## src/rtl/proc_selftest_ctrl.sv

```systemverilog
// proc_selftest_ctrl: on-chip self-test sequencer for the single-cycle CPU.
// Boots the CPU (resetl/startpc), then walks a checkpoint table: whenever
// currentpc reaches the current entry's PC threshold, MemtoRegOut is compared
// against the entry's expected value. A watchdog bounds the run length.
// Optional macro SELFTEST_CAPTURE_EN: capture MemtoRegOut of the first
// mismatch on fail_actual (otherwise fail_actual is tied to 0).
//
// Handshake: start and cfg_we are single-cycle strobes sampled on the rising
// CLK edge and honoured only while not busy (IDLE or DONE); a cfg_we in the
// same cycle as start is written before the run begins, so the run sees it.
module proc_selftest_ctrl #(
    parameter int NUM_CHECKS   = 2,
    parameter int IDX_W        = 4,
    parameter int RESET_CYCLES = 2,
    parameter int WD_LIMIT     = 255,
    parameter int WD_W         = 16
) (
    input  logic             CLK,
    input  logic             reset,
    input  logic             cfg_we,
    input  logic [IDX_W-1:0] cfg_idx,
    input  logic [63:0]      cfg_pc,
    input  logic [63:0]      cfg_val,
    input  logic             start,
    input  logic [63:0]      start_pc,
    input  logic [63:0]      currentpc,
    input  logic [63:0]      MemtoRegOut,
    output logic             resetl,
    output logic [63:0]      startpc,
    output logic             busy,
    output logic             done,
    output logic [7:0]       pass_cnt,
    output logic             fail,
    output logic             timeout,
    output logic [IDX_W-1:0] fail_idx,
    output logic [63:0]      fail_actual,
    output logic [1:0]       dbg_state
);

    typedef enum logic [1:0] {
        S_IDLE = 2'd0,
        S_RST  = 2'd1,
        S_RUN  = 2'd2,
        S_DONE = 2'd3
    } state_t;

    localparam int RC_W = $clog2(RESET_CYCLES + 1);
    localparam logic [RC_W-1:0]  RC_LAST  = RC_W'(RESET_CYCLES - 1);
    localparam logic [WD_W-1:0]  WD_LIM   = WD_W'(WD_LIMIT);
    localparam logic [IDX_W-1:0] IDX_LAST = IDX_W'(NUM_CHECKS - 1);

    state_t           r_state;
    logic             r_resetl;
    logic [63:0]      r_startpc;
    logic             r_busy;
    logic             r_done;
    logic [7:0]       r_pass_cnt;
    logic             r_fail;
    logic             r_timeout;
    logic [IDX_W-1:0] r_fail_idx;
    logic [IDX_W-1:0] r_idx;
    logic [WD_W-1:0]  r_wd;
    logic [RC_W-1:0]  r_rst_cnt;
    logic [63:0]      r_tbl_pc  [NUM_CHECKS];
    logic [63:0]      r_tbl_val [NUM_CHECKS];
`ifdef SELFTEST_CAPTURE_EN
    logic [63:0]      r_fail_actual;
`endif

    logic             w_cfg_ok;
    logic [63:0]      w_cur_pc;
    logic [63:0]      w_cur_val;
    logic             w_hit;
    logic             w_match;
    logic             w_last;
    logic [WD_W-1:0]  w_wd_next;
    logic             w_wd_exp;

    assign w_cfg_ok  = (r_state == S_IDLE) || (r_state == S_DONE);
    assign w_hit     = (currentpc >= w_cur_pc);
    assign w_match   = (MemtoRegOut == w_cur_val);
    assign w_last    = (r_idx == IDX_LAST);
    assign w_wd_next = r_wd + 1'b1;
    assign w_wd_exp  = (w_wd_next == WD_LIM);

    // Select the active checkpoint entry; out-of-range indices read as zero.
    always_comb begin
        w_cur_pc  = '0;
        w_cur_val = '0;
        for (int i = 0; i < NUM_CHECKS; i++) begin
            if (r_idx == IDX_W'(i)) begin
                w_cur_pc  = r_tbl_pc[i];
                w_cur_val = r_tbl_val[i];
            end
        end
    end

    // Checkpoint table writes: only while idle/done, out-of-range index dropped.
    always_ff @(posedge CLK) begin
        for (int i = 0; i < NUM_CHECKS; i++) begin
            if (cfg_we && w_cfg_ok && (cfg_idx == IDX_W'(i))) begin
                r_tbl_pc[i]  <= cfg_pc;
                r_tbl_val[i] <= cfg_val;
            end
        end
    end

    // Sequencer FSM: boot reset, checkpoint walk, watchdog, result registers.
    always_ff @(posedge CLK) begin
        if (reset) begin
            r_state    <= S_IDLE;
            r_resetl   <= 1'b1;
            r_startpc  <= '0;
            r_busy     <= 1'b0;
            r_done     <= 1'b0;
            r_pass_cnt <= '0;
            r_fail     <= 1'b0;
            r_timeout  <= 1'b0;
            r_fail_idx <= '0;
            r_idx      <= '0;
            r_wd       <= '0;
            r_rst_cnt  <= '0;
`ifdef SELFTEST_CAPTURE_EN
            r_fail_actual <= '0;
`endif
        end else begin
            case (r_state)
                S_IDLE, S_DONE: begin
                    if (start) begin
                        r_state    <= S_RST;
                        r_resetl   <= 1'b0;
                        r_startpc  <= start_pc;
                        r_busy     <= 1'b1;
                        r_done     <= 1'b0;
                        r_pass_cnt <= '0;
                        r_fail     <= 1'b0;
                        r_timeout  <= 1'b0;
                        r_fail_idx <= '0;
                        r_idx      <= '0;
                        r_wd       <= '0;
                        r_rst_cnt  <= '0;
`ifdef SELFTEST_CAPTURE_EN
                        r_fail_actual <= '0;
`endif
                    end
                end
                S_RST: begin
                    if (r_rst_cnt == RC_LAST) begin
                        r_resetl <= 1'b1;
                        r_state  <= S_RUN;
                    end else begin
                        r_rst_cnt <= r_rst_cnt + 1'b1;
                    end
                end
                S_RUN: begin
                    r_wd <= w_wd_next;
                    if (w_hit) begin
                        if (w_match) begin
                            if (r_pass_cnt != 8'hFF) begin
                                r_pass_cnt <= r_pass_cnt + 8'd1;
                            end
                        end else begin
                            r_fail <= 1'b1;
                            if (!r_fail) begin
                                r_fail_idx <= r_idx;
`ifdef SELFTEST_CAPTURE_EN
                                r_fail_actual <= MemtoRegOut;
`endif
                            end
                        end
                        // Index stays on the last entry so it never leaves the table.
                        if (!w_last) begin
                            r_idx <= r_idx + 1'b1;
                        end
                    end
                    if (w_wd_exp) begin
                        r_timeout <= 1'b1;
                        r_fail    <= 1'b1;
                    end
                    if ((w_hit && w_last) || w_wd_exp) begin
                        r_state <= S_DONE;
                        r_busy  <= 1'b0;
                        r_done  <= 1'b1;
                    end
                end
                default: r_state <= S_IDLE;
            endcase
        end
    end

    assign resetl    = r_resetl;
    assign startpc   = r_startpc;
    assign busy      = r_busy;
    assign done      = r_done;
    assign pass_cnt  = r_pass_cnt;
    assign fail      = r_fail;
    assign timeout   = r_timeout;
    assign fail_idx  = r_fail_idx;
    assign dbg_state = r_state;
`ifdef SELFTEST_CAPTURE_EN
    assign fail_actual = r_fail_actual;
`else
    assign fail_actual = '0;
`endif

endmodule

```

## config.mk

```make
export PLATFORM = sky130hd
export DESIGN_NAME = proc_selftest_ctrl
export DESIGN_NICKNAME = d
export VERILOG_FILES = /design/src/rtl/proc_selftest_ctrl.sv
export SDC_FILE = /design/constraint.sdc
export NUM_CORES = 1
export LEC_CHECK = 0
export BUFFER_PORTS_ARGS = -buffer_cell sky130_fd_sc_hd__buf_4
export CORE_AREA = 2 2 187 189
export DETAILED_ROUTE_END_ITERATION = 6
export DIE_AREA = 0 0 189 191
export PLACE_DENSITY_LB_ADDON = 0.1
export SKIP_LAST_GASP = 1
export SYNTH_ARGS = -nofsm -noshare
export SYNTH_HDL_FRONTEND = slang
export SYNTH_SLANG_ARGS = --single-unit
```

## constraint.sdc

```tcl
create_clock -name CLK -period 16 [get_ports CLK]
set_input_delay 1.6 -clock CLK [delete_from_list [all_inputs] [get_ports CLK]]
set_output_delay 1.6 -clock CLK [all_outputs]
set_load 0.01 [all_outputs]
```

; ---- Word level (Yosys, flattened, before mapping)
; Memory sizes are Yosys's and may differ from the RTL's.
; Cells that the tools add are included.
[word_totals]
ff_bits = 105
latchBits = 0
mem_bits_rw = 256
rom_bits = 0
inputBits = 328
output_inout_bits = 147
wordCells = 116
memories = 2
[memory_table]
columns = name, depth, width, read_ports, rd_clocked_by_memory_dff, wr, line
row1 = r_tbl_pc, 2, 64, 2, 0, 1, 64  ; logic [63:0] r_tbl_pc [NUM_CHECKS];
row2 = r_tbl_val, 2, 64, 2, 0, 1, 65  ; logic [63:0] r_tbl_val [NUM_CHECKS];
[classes]
add_sub_neg = 4
mul = 0
n_div = 0
order_cmp = 1
eq_ne = 22
shift = 0
n_mux = 50
n_bitwise = 0
reduce_logical = 25
[op_table]
columns = op, n
row1 = two-way mux 64 bit, 6
row2 = OR reduction 64 bit, 2
row3 = == test 64 bit, 1
row4 = >= comparator 64 bit, 1
row5 = two-way mux 8 bit, 4
row6 = case mux 16 bit (2 select lines), 1
row7 = two-way mux 4 bit, 6
row8 = "inequality test 2 bit, second input constant", 11
row9 = two-way mux 1 bit, 17
row10 = "adder 16 x 1 -> 16 bit, second input constant", 1
row11 = "== test 16 x 8 -> 1 bit, second input constant", 1
row12 = two-way mux 16 bit, 1
row13 = case mux 4 bit (2 select lines), 2
row14 = case mux 8 bit (2 select lines), 1
row15 = AND reduction 3 bit, 5
row16 = two-way mux 2 bit, 5
row17 = case mux 1 bit (2 select lines), 5
row18 = AND reduction 5 bit, 2
row19 = "adder 8 x 1 -> 8 bit, second input constant", 1
row20 = "== test 4 x 1 -> 1 bit, second input constant", 2
row21 = logical NOT 4 bit, 2
row22 = "inequality test 8 bit, second input constant", 1
row23 = AND reduction 4 bit, 2
row24 = "inequality test 3 bit, second input constant", 2
row25 = 12 further kinds, 20

; ---- Depth between registers and ports, before layout
; Gate-level depths: netlist of run 1.
[logic_depth]
depth_word = 8
mapped_depth = 19
mapped_depth_nobuf = 15

; ---- Least setup slack after synthesis of run 1
; Ideal clock, no wire load.
[synth_path]
path_kind = input -> register
startpoint = in cfg_idx[1]
endpoint = mem r_tbl_pc[0][0] (enable)
setup_time_ns = 0.634
arrival_time_ns = 7.555
required_time_ns = 15.366
slack_ns = 7.811
path_stages = 2
path_buffers = 0
path_cell_list = nor4_1 -> nor2b_1
[synth_between]
elab_chain_cells = 6
elab_cells_between_ends = 11
cone_classes = eq/ne: 1 / mux: 6 / reduce/logical: 4
[synth_lines]
columns = item, line
row1 = from (decl), 21  ; input logic [IDX_W-1:0] cfg_idx,
row2 = == test 4 x 1 -> 1 bit, 101  ; if (cfg_we && w_cfg_ok && (cfg_idx == IDX_W'(i))) begin
row3 = logical AND 1 bit, 101
row4 = two-way mux 1 bit, 101
row5 = two-way mux 1 bit (not written as such), 102  ; r_tbl_pc[i] <= cfg_pc;
row6 = OR reduction 64 bit (no line), -
row7 = two-way mux 1 bit (no line), -
row8 = to (decl), 64
; Several ways; a longest one is shown, not always the timed one.

; ---- Final worst setup path of run 1
[layout_path]
startpoint = reg r_idx[0]
endpoint = reg r_pass_cnt[1] (netlist: pass_cnt[1])
[layout_between]
elab_chain_cells = 6
elab_cells_between_ends = 11
cone_classes = order compare: 1 / eq/ne: 4 / mux: 4 / reduce/logical: 2
[layout_lines]
columns = item, line
row1 = from (decl), 61  ; logic [IDX_W-1:0] r_idx;
row2 = from (signal assigned), 173  ; r_idx <= r_idx + 1'b1;
row3 = logical NOT 4 bit, 91  ; if (r_idx == IDX_W'(i)) begin
row4 = two-way mux 64 bit (2 in series), 91
row5 = >= comparator 64 bit / == test 64 bit (equally long branches), "80, 81"
row6 = inequality test 2 bit (no line), -
row7 = AND reduction 5 bit (no line) *, -
row8 = to (signal assigned), 160  ; r_pass_cnt <= r_pass_cnt + 8'd1;
row9 = to (decl), 57  ; logic [7:0] r_pass_cnt;
; Mark *: on every way between the ends. The rest lies on a longest branch, timed or not.
; A chain may end at the register's enable or synchronous reset.

==> metrics.yaml, run 1 <==
sta:
  fmax_mhz: 166
  finalSetupViolCount: 0
  fin_crit_sh_pct: 37.7
  fin_skew_ps: 16.5
  fin_ws_ps: 9970
  relSlewSlack_pct: 18.8
  worst_slew_pin_slew_ps: 1220
  rsz0062_at_grt: "false"
  hold_viol: 0
  min_period_ps: 6030
  maxSlewViolCount: 0
  finalSetupTns_ps: 0
power_and_ir_drop:
  power_w: 0.00271
  p_clk_share_pct: 34.9
  max-vdd-ir-drop_mv: 0.0942
  p_sw_w: 0.000789
  pwr-share-seq_pct: 40.5
  powerDensity_nw_per_um2: 126
  p_int_w: 0.00192
  sw_frac_of_total_pct: 29.1
  pwr-share-comb_pct: 24.7
  p_leak_nw: 8.74
critical_path:
  worstSetupEndpointType: "register"
  path_max_fanout: 70
  arrival_ps: 6490
  crit_path_frequent_cell: "buf_4"
  path_class: "register to register"
  critPathTopFamily: "compound AO/OA/AOI/OAI gates"
  cpPeakStageDelay_ps: 690
  cp-start-kind: "register"
  cp_num_buf_inv: 2
  crit_chain: "ha_2 > buf_4 > nor3b_4 > buf_4 > a22o_1 > ha_1 > nand2b_1 > a2111o_1 > a311oi_1 > a21oi_1 > o31ai_1 > a31o_2 > nor2b_1 > o21bai_2 > a32o_1"
  crit_required_ps: 16460
  critPathSlowestCell: "o31ai_1"
cts:
  clk_pin_slew_ps: 60
  clockBufferDepth: 3
  post-cts-setup-buffers: 0
  ctsHtreeMaxLevel: 2
  clkLatencyLatePin_ps: 520
  ctsHoldBuffers: 0
  cts_root_buffer: "clkbuf_16"
  cts_buffers: 40
  clkSinkCount: 361
  cts_tree: "yes"
  post_cts_resized: 0
placed_design:
  hpwl_um: 34500
  pre_cts_ws_ps: 10070
  port_buffers: 410
  placed_cells: 2331
  gp_congestion: 0.930
job:
  max_cap_violations: 0
floorplanning:
  start_util_pct: 49.8
  coreArea_um2: 34100
  die_h_um: 191
  io_pins: 475
  die_x_um: 189
  row_count: 68
  dieArea_um2: 36100
synthesis:
  netlist_instances: 1527
  seq_area_frac_synth_pct: 57.6
  synth-edff-count: 256
  yosysWarnings: 0
  ys_ff_latch: 361
  async_flop_share_pct: 0
  avgSynthCellArea_um2: 11.1
  ys.flop_type: "edfxtp_1"
  ys_types: 78
  syn_area_um2: 17000
finish:
  syn2layout_area_growth_pct: 26.9
  drive_above_1_share_pct: 25.9
  fin_util_pct: 63.2
  num-nets-final: 2320
  fin_cells: 2405
  layout_common_cells: "buf_4 (421), edfxtp_1 (256), nand2_1 (207)"
  final_common_cell: "buf_4"
  fill_cells: 2764
global_route:
  use_met1_pct: 32.9
  grt_first_pass_wirelength_um: 71400
  grt_use_met2_pct: 41.8
  grt_pass1_vias: 13000
  grt_max_degree: 98
  grt_antenna_before_repair: 4
  grt_use_total_pct: 25.3
  overflow: 0
  gr-usage-met3_pct: 6.33
  top_usage_layer: "met2"
routing:
  drt_wl_total_um: 47700
  first_iter_violations: 1161
  vias_per_cell: 5.63
  dr.pass1.iters: 7
  vias: 13500
  drcViolationCount: 3
  ant_nets: 0
  wl_per_cell_um: 19.8
outcome:
  violations: "design-rule violations"
  outcome: "complete, but fails checks"
hold_path:
  hold_path_class: "register to register"
[cell families (layout without fill, tap and decap cells)]
logic type | count (synthesis) | after routing | share of synthesized area [%]
flip-flops | 361 | 361 | 57.6
multiplexers | 4 | 4 | 0.243
buffers and inverters | 208 | 565 | 6.23
AND/OR/NAND/NOR | 431 | 431 | 12.1
XOR/XNOR | 16 | 16 | 0.824
adder cells (fa/ha/maj) | 74 | 74 | 5.45
other | 1 | 67 | 0.0221
AO/OA/AOI/OAI | 432 | 432 | 17.6
[cells in the mapped netlist, types with 22 or more instances]
cell | instances | area (um^2)
dfxtp_1 | 105 | 2100
nor2_1 | 52 | 195
nand4_1 | 25 | 156
a21oi_1 | 133 | 666
clkbuf_1 | 45 | 169
a22oi_1 | 95 | 713
ha_1 | 74 | 926
edfxtp_1 | 256 | 7690
nand2_1 | 208 | 781
buf_4 | 68 | 510
nand3_1 | 30 | 150
nand2b_1 | 24 | 150
o21ai_0 | 36 | 180
inv_1 | 72 | 270
nor3_1 | 22 | 110
[metrics by stage]
| step | area [um^2] | hold slack (ps) |
|---|---|---|
| final | 21600 | 454 |
| after global routing | 21600 | 466 |
| after CTS | 21600 | 455 |
| after detailed placement | 20200 | 447 |
| after global placement | 20200 | 443 |
| after floorplan | 17200 | 470 |
[cell type report]
type | instances | area (um^2) | area share, %
diodes | 3 | 7.51 | 0.0348
inverters | 73 | 274 | 1.27
clock buffers | 52 | 1110 | 5.15
flip-flops and latches | 361 | 9790 | 45.4
well taps | 455 | 569 | 2.64
multi-input cells | 1021 | 6420 | 29.7
repair buffers | 421 | 3160 | 14.7
clock inverters | 19 | 243 | 1.13
[sequential cells by signal (all words and copies together), names as in the netlist]
register and cells:
r_idx 4, r_tbl_val 128, timeout 1, dbg_state 2, fail 1, fail_idx 4, busy 1, done 1
startpc 64, pass_cnt 8, r_wd 16, r_rst_cnt 2, resetl 1, r_tbl_pc 128
[metal layers]
layer / share of wire (%) / wire length, um
met1: 40 / 19000
met2: 48 / 22800
met3: 9.0 / 4280
met4: 3.1 / 1490
met5: 0.034 / 16
[power groups by stage]
stage	Clock, W	Combinational (W)	Sequential, W
2_1_floorplan	0	0.000397	0.00113
3_3_place_gp	0	0.000648	0.00111
3_5_place_dp	0	0.000665	0.00112
4_1_cts	0.000961	0.000668	0.00110
5_1_grt	0.000998	0.000741	0.00110
6_report	0.000945	0.000668	0.00110
[final timing paths]
path	startpoint	to	slack, ps	cells past startpoint
hold / removal	startpc[56]	startpc[56]	450	2
hold reg to reg	startpc[56]	startpc[56]	450	2
setup / recovery	r_idx[0]	pass_cnt[1]	9970	15
setup reg to reg	r_idx[0]	pass_cnt[1]	9970	15
[worst min-delay path: stages (launching register included)]
cell and delay (ps):
dfxtp_1 310, nand2_1 50, a21oi_1 50
(Power assumes the default switching activity.)
==> inputs of run 2 (changes only) <==
CORE_AREA = 2 2 183 185   (was 2 2 187 189)
DIE_AREA = 0 0 185 187   (was 0 0 189 191)
clock period = 5.65 ns   (was 16 ns; I/O delays follow)
==> metrics.yaml, run 2 (same netlist as run 1, synthesis figures left out) <==
critical_path:
  crit_required_ps: 6110  # -10350 ps
  critPathTopFamily: "compound AO/OA/AOI/OAI gates"
  path_max_fanout: 41  # -41%
  cp-start-kind: "register"
  cp_num_buf_inv: 1  # -1
  crit_chain: "ha_2 > nor3b_4 > buf_4 > a22oi_1 > ha_1 > nand4_1 > nor3_1 > a221o_1 > o31a_1 > o31ai_1 > a31o_2 > nor2b_1 > o21bai_2 > a32o_1"
  worstSetupEndpointType: "register"
  critPathSlowestCell: "o31ai_1"
  cpPeakStageDelay_ps: 550  # -140 ps
  path_class: "register to register"
  arrival_ps: 5130  # -1360 ps
floorplanning:
  row_count: 67  # -1.5%
  die_x_um: 185  # -2.1%
  dieArea_um2: 34600  # -4.2%
  io_pins: 475  # unchanged
  start_util_pct: 51.7  # +1.9 points
  coreArea_um2: 32900  # -3.7%
  die_h_um: 187  # -2.1%
power_and_ir_drop:
  p_leak_nw: 8.74  # about the same
  powerDensity_nw_per_um2: 347  # +180%
  max-vdd-ir-drop_mv: 0.263  # +180%
routing:
  vias_per_cell: 5.70  # +1.4%
  first_iter_violations: 1303  # +12%
  wl_per_cell_um: 19.8  # about the same
  drcViolationCount: 0  # -3
  ant_nets: 0  # unchanged
  drt_wl_total_um: 47800  # +0.31%
  dr.pass1.iters: 7  # unchanged
  vias: 13800  # +1.7%
finish:
  seq_area_um2: 9790  # unchanged
  multi_input_area_um2: 6420  # unchanged
  syn2layout_area_growth_pct: 26.7  # about the same
  final_common_cell: "buf_4"
  fill_cells: 2655  # -3.9%
  layout_common_cells: "buf_4 (432), edfxtp_1 (256), nand2_1 (207)"
  postLayoutCellArea_um2: 21600  # about the same
  num-nets-final: 2332  # +0.52%
  drive_above_1_share_pct: 26.4  # +0.42 points
cts:
  cts_tree: "yes"
  post_cts_resized: 0  # unchanged
  clkLatencyLatePin_ps: 520  # about the same
  ctsHoldBuffers: 0  # unchanged
  cts_root_buffer: "clkbuf_16"
  clk_pin_slew_ps: 60  # about the same
  cts_buffers: 40  # unchanged
  ctsHtreeMaxLevel: 2  # unchanged
  clkSinkCount: 361  # unchanged
  clockBufferDepth: 3  # unchanged
  post-cts-setup-buffers: 0  # unchanged
sta:
  finalSetupTns_ps: 0  # unchanged
  fin_crit_sh_pct: 82.6  # +45 points
  maxSlewViolCount: 0  # unchanged
  fmax_mhz: 214  # +29%
  fin_skew_ps: 12.3  # -4.15 ps
  relSlewSlack_pct: 22.7  # +3.9 points
  rsz0062_at_grt: "false"
  worst_slew_pin_slew_ps: 1160  # -60.5 ps
  finalSetupViolCount: 0  # unchanged
  hold_viol: 0  # unchanged
  min_period_ps: 4660  # -1370 ps
global_route:
  grt_first_pass_wirelength_um: 72300  # +1.3%
  grt_antenna_before_repair: 10  # +6
  grt_pass1_vias: 13300  # +1.9%
  grt_use_total_pct: 27.0  # +1.7 points
  overflow: 0  # unchanged
  grt_max_degree: 97  # -1.0%
placed_design:
  dpl_cell_area_um2: 20300  # +0.46%
  port_buffers: 410  # unchanged
  hpwl_um: 34900  # +1.2%
  gp_congestion: 0.982  # +5.6%
outcome:
  outcome: "completed"
job:
  max_cap_violations: 0  # unchanged
hold_path:
  hold_path_class: "primary input to register"
[run 2: area by class of cell]
| cell class | count | share of cell area [%] |
|---|---|---|
| sequential | 361 | 45.4 |
| multi-input combinational | 1021 | 29.8 |
| timing repair buffer | 433 | 15.1 |
| clock buffer | 52 | 5.14 |
| tap | 448 | 2.60 |
| inverter | 73 | 1.27 |
| clock inverter | 18 | 0.569 |
| antenna | 7 | 0.0813 |
[run 2: metrics by stage]
| step | power [W] | hold WS, ps | instances | setup WS (ps) | util (%) |
|---|---|---|---|---|---|
| final | 0.00747 | 223 | 2413 | 986 | 65.6 |
| after global routing | 0.00784 | 208 | 2412 | 792 | 65.6 |
| after CTS | 0.00751 | 204 | 2406 | 1060 | 65.5 |
| after detailed placement | 0.00508 | 447 | 2336 | 1110 | 61.8 |
| after global placement | 0.00501 | 443 | 2336 | 1300 | 61.8 |
| after floorplan | 0.00433 | 470 | 1590 | 742 | - |
[run 2: report_power, final]
part	total [W]	internal, W	leakage, nW	switching [W]
Sequential	0.00311	0.00301	3.17	0.0000945
Clock	0.00244	0.00142	0.606	0.00101
Combinational	0.00193	0.000791	4.97	0.00114
Total	0.00747	0.00523	8.74	0.00225
[run 2: layer usage]
| layer | track usage [%] | part of all wire, % | vias up |
|---|---|---|---|
| met5 | 0 | 0.096 | - |
| met4 | 12.3 | 4.4 | 6 |
| met3 | 8.59 | 11 | 142 |
| met2 | 43.3 | 47 | 749 |
| met1 | 33.3 | 38 | 6404 |
| li1 | - | - | 6465 |
[run 2: worst paths after layout]
check	from	slack [ps]	depth (start not counted)	end
setup / recovery	r_idx[0]	990	14	pass_cnt[1]
hold / removal	cfg_val[63]	220	1	r_tbl_val[0][127]
setup reg to reg	r_idx[0]	990	14	pass_cnt[1]
hold reg to reg	startpc[14]	450	2	startpc[14]
==> inputs of run 3 (changes only) <==
CORE_AREA = default   (was 2 2 183 185)
CORE_ASPECT_RATIO = 1.2   (was default)
CORE_UTILIZATION = 48   (was default)
DIE_AREA = default   (was 0 0 185 187)
clock period = 3.9 ns   (was 5.65 ns; I/O delays follow)
==> metrics.yaml, run 3 (same netlist as run 1, synthesis figures left out) <==
outcome:
  violations: "negative setup slack"
  outcome: "complete, but fails checks"
routing:
  drt_wl_total_um: 50800  # +6.2%
  drcViolationCount: 0  # unchanged
  ant_nets: 0  # unchanged
  wl_per_cell_um: 20.5  # +3.5%
  dr.pass1.iters: 6  # -1
  first_iter_violations: 1084  # -17%
  vias: 14000  # +1.9%
  vias_per_cell: 5.66  # -0.72%
cts:
  cts_tree: "yes"
  clkLatencyLatePin_ps: 540  # +20 ps
  clkSinkCount: 361  # unchanged
  ctsHoldBuffers: 0  # unchanged
  cts_root_buffer: "clkbuf_16"
  clk_pin_slew_ps: 70  # about the same
  clockBufferDepth: 3  # unchanged
  ctsHtreeMaxLevel: 2  # unchanged
  cts_buffers: 37  # -7.5%
hold_path:
  min_path_cells: 1  # unchanged
  hold_path_class: "primary input to register"
  min_to: "r_tbl_val[0][64]"
  hold_start: "cfg_val[0]"
global_route:
  grt_antenna_before_repair: 4  # -6
  grt_use_total_pct: 26.9  # -0.10 points
  overflow: 0  # unchanged
  grt_first_pass_wirelength_um: 75600  # +4.5%
  grt_pass1_vias: 13700  # +3.2%
  grt_max_degree: 97  # unchanged
critical_path:
  crit_required_ps: 4350  # -1760 ps
  reg2reg_slack_ps: -120  # -1100 ps
  path_class: "register to register"
  r2r-start: "r_idx[1]"
  worstReg2RegEnd: "dbg_state[0]"
  worstSetupEndpointType: "register"
  rr_worst_depth: 20  # +6
  cp-start-kind: "register"
  arrival_ps: 4470  # -660 ps
  path_max_fanout: 6  # -85%
finish:
  seq_area_um2: 9790  # about the same
  layout_common_cells: "buf_4 (463), edfxtp_1 (256), nand2_1 (204)"
  multi_input_area_um2: 6620  # +3.2%
  drive_above_1_share_pct: 29.6  # +3.3 points
  syn2layout_area_growth_pct: 32.0
  fill_cells: 2791  # +5.1%
  final_common_cell: "buf_4"
  num-nets-final: 2387  # +2.4%
floorplanning:
  io_pins: 475  # unchanged
  coreArea_um2: 34900  # +6.2%
  start_util_pct: 48.7  # -3.0 points
  row_count: 75  # +12%
  dieArea_um2: 36200  # +4.6%
  die_x_um: 174  # -6.0%
  die_h_um: 208  # +11%
sta:
  fin_skew_ps: 18.0  # +5.68 ps
  finalSetupTns_ps: -1280  # -1280 ps
  worst_slew_pin_slew_ps: 1040  # -119 ps
  fmax_mhz: 249  # +16%
  finalSetupViolCount: 18  # +18
  fin_crit_sh_pct: 103  # +20 points
  maxSlewViolCount: 0  # unchanged
  min_period_ps: 4020  # -646 ps
  rsz0062_at_grt: "true"
  hold_viol: 0  # unchanged
  relSlewSlack_pct: 30.8  # +8.1 points
  fin_ws_ps: -118  # -1100 ps
placed_design:
  pre_cts_ws_ps: -181  # -1290 ps
  hpwl_um: 37200  # +6.7%
  gp_congestion: 0.930  # -5.3%
  port_buffers: 410  # unchanged
power_and_ir_drop:
  powerDensity_nw_per_um2: 501  # +45%
  max-vdd-ir-drop_mv: 0.364  # +38%
  p_clk_share_pct: 30.9  # -1.7 points
  p_leak_nw: 9.16  # +4.7%
  sw_frac_of_total_pct: 30.5  # +0.46 points
  p_sw_w: 0.00343  # +53%
  pwr-share-seq_pct: 40.1  # -1.5 points
  pwr-share-comb_pct: 29.0  # +3.2 points
  p_int_w: 0.00781  # +50%
job:
  max_cap_violations: 0  # unchanged
==> run 3: worst max-delay path by stage <==
stage / start / cells after the start / end / slack [ps]
after global placement: r_idx[1] / 17 / pass_cnt[7] / -180
final: r_idx[1] / 20 / dbg_state[0] / -120
after CTS: r_idx[1] / 18 / pass_cnt[6] / 6
after global routing: r_idx[1] / 19 / dbg_state[0] / -260
after detailed placement: r_idx[1] / 17 / pass_cnt[7] / -180
after floorplan: r_idx[0] / 18 / pass_cnt[6] / 9
==> run 3: critical path, stage by stage (launching register included) <==
cell and delay, ps:
dfxtp_2 330, inv_2 50, ha_4 160, buf_6 120, nor4b_4 320, buf_6 170, buf_12 110, clkbuf_16 150
a22oi_1 70, ha_1 320, nand4_1 170, nor4_2 440, buf_4 190, o31a_1 220, o31ai_4 120, buf_6 170
nand2_4 70, a21oi_4 70, a211o_1 340, or2_0 240, a21oi_1 110
==> run 3: metal layers <==
layer | wire length [um] | vias to the layer above | global-route usage, % | part of all wire, %
li1 | - | 6589 | - | -
met1 | 19900 | 6644 | 33.3 | 39
met2 | 24800 | 678 | 45.7 | 49
met3 | 3980 | 116 | 5.34 | 7.8
met4 | 2000 | 2 | 11.7 | 3.9
met5 | 20 | - | 0 | 0.039
==> run 3: repair_timing <==
action | in CTS | in global routing
resized for setup | 7 | 43
buffers inserted | 7 | 11
cloned | 2 | 4
pin swaps | 2 | 33
setup endpoints to repair | 20 | 21
==> run 3: power groups by stage <==
stage          Combinational [W]  Sequential (W)  Clock [W]
6_report                 0.00326         0.00451    0.00348
5_1_grt                  0.00358         0.00453    0.00368
4_1_cts                  0.00306         0.00450    0.00354
3_5_place_dp             0.00293         0.00458          0
3_3_place_gp             0.00286         0.00457          0
2_1_floorplan            0.00163         0.00464          0
==> run 3: area by class of cell <==
class | instances | share of cell area [%]
antenna | 3 | 0.0335
clock buffer | 47 | 4.43
clock inverter | 19 | 0.847
inverter | 73 | 1.22
multi-input combinational | 1021 | 29.5
sequential | 361 | 43.6
tap | 462 | 2.58
timing repair buffer | 491 | 17.8
==> run 3: stage by stage <==
step | cells | hold WS [ps] | total power, W | utilization [%] | area (um^2)
after floorplan | 1590 | 470 | 0.00627 | - | 17300
after global placement | 2386 | 443 | 0.00744 | 59.3 | 20700
after detailed placement | 2386 | 448 | 0.00752 | 59.3 | 20700
after CTS | 2461 | 6.81 | 0.0111 | 63.2 | 22100
after global routing | 2477 | 9.12 | 0.0118 | 64.3 | 22400
final | 2477 | 28.9 | 0.0112 | 64.3 | 22400
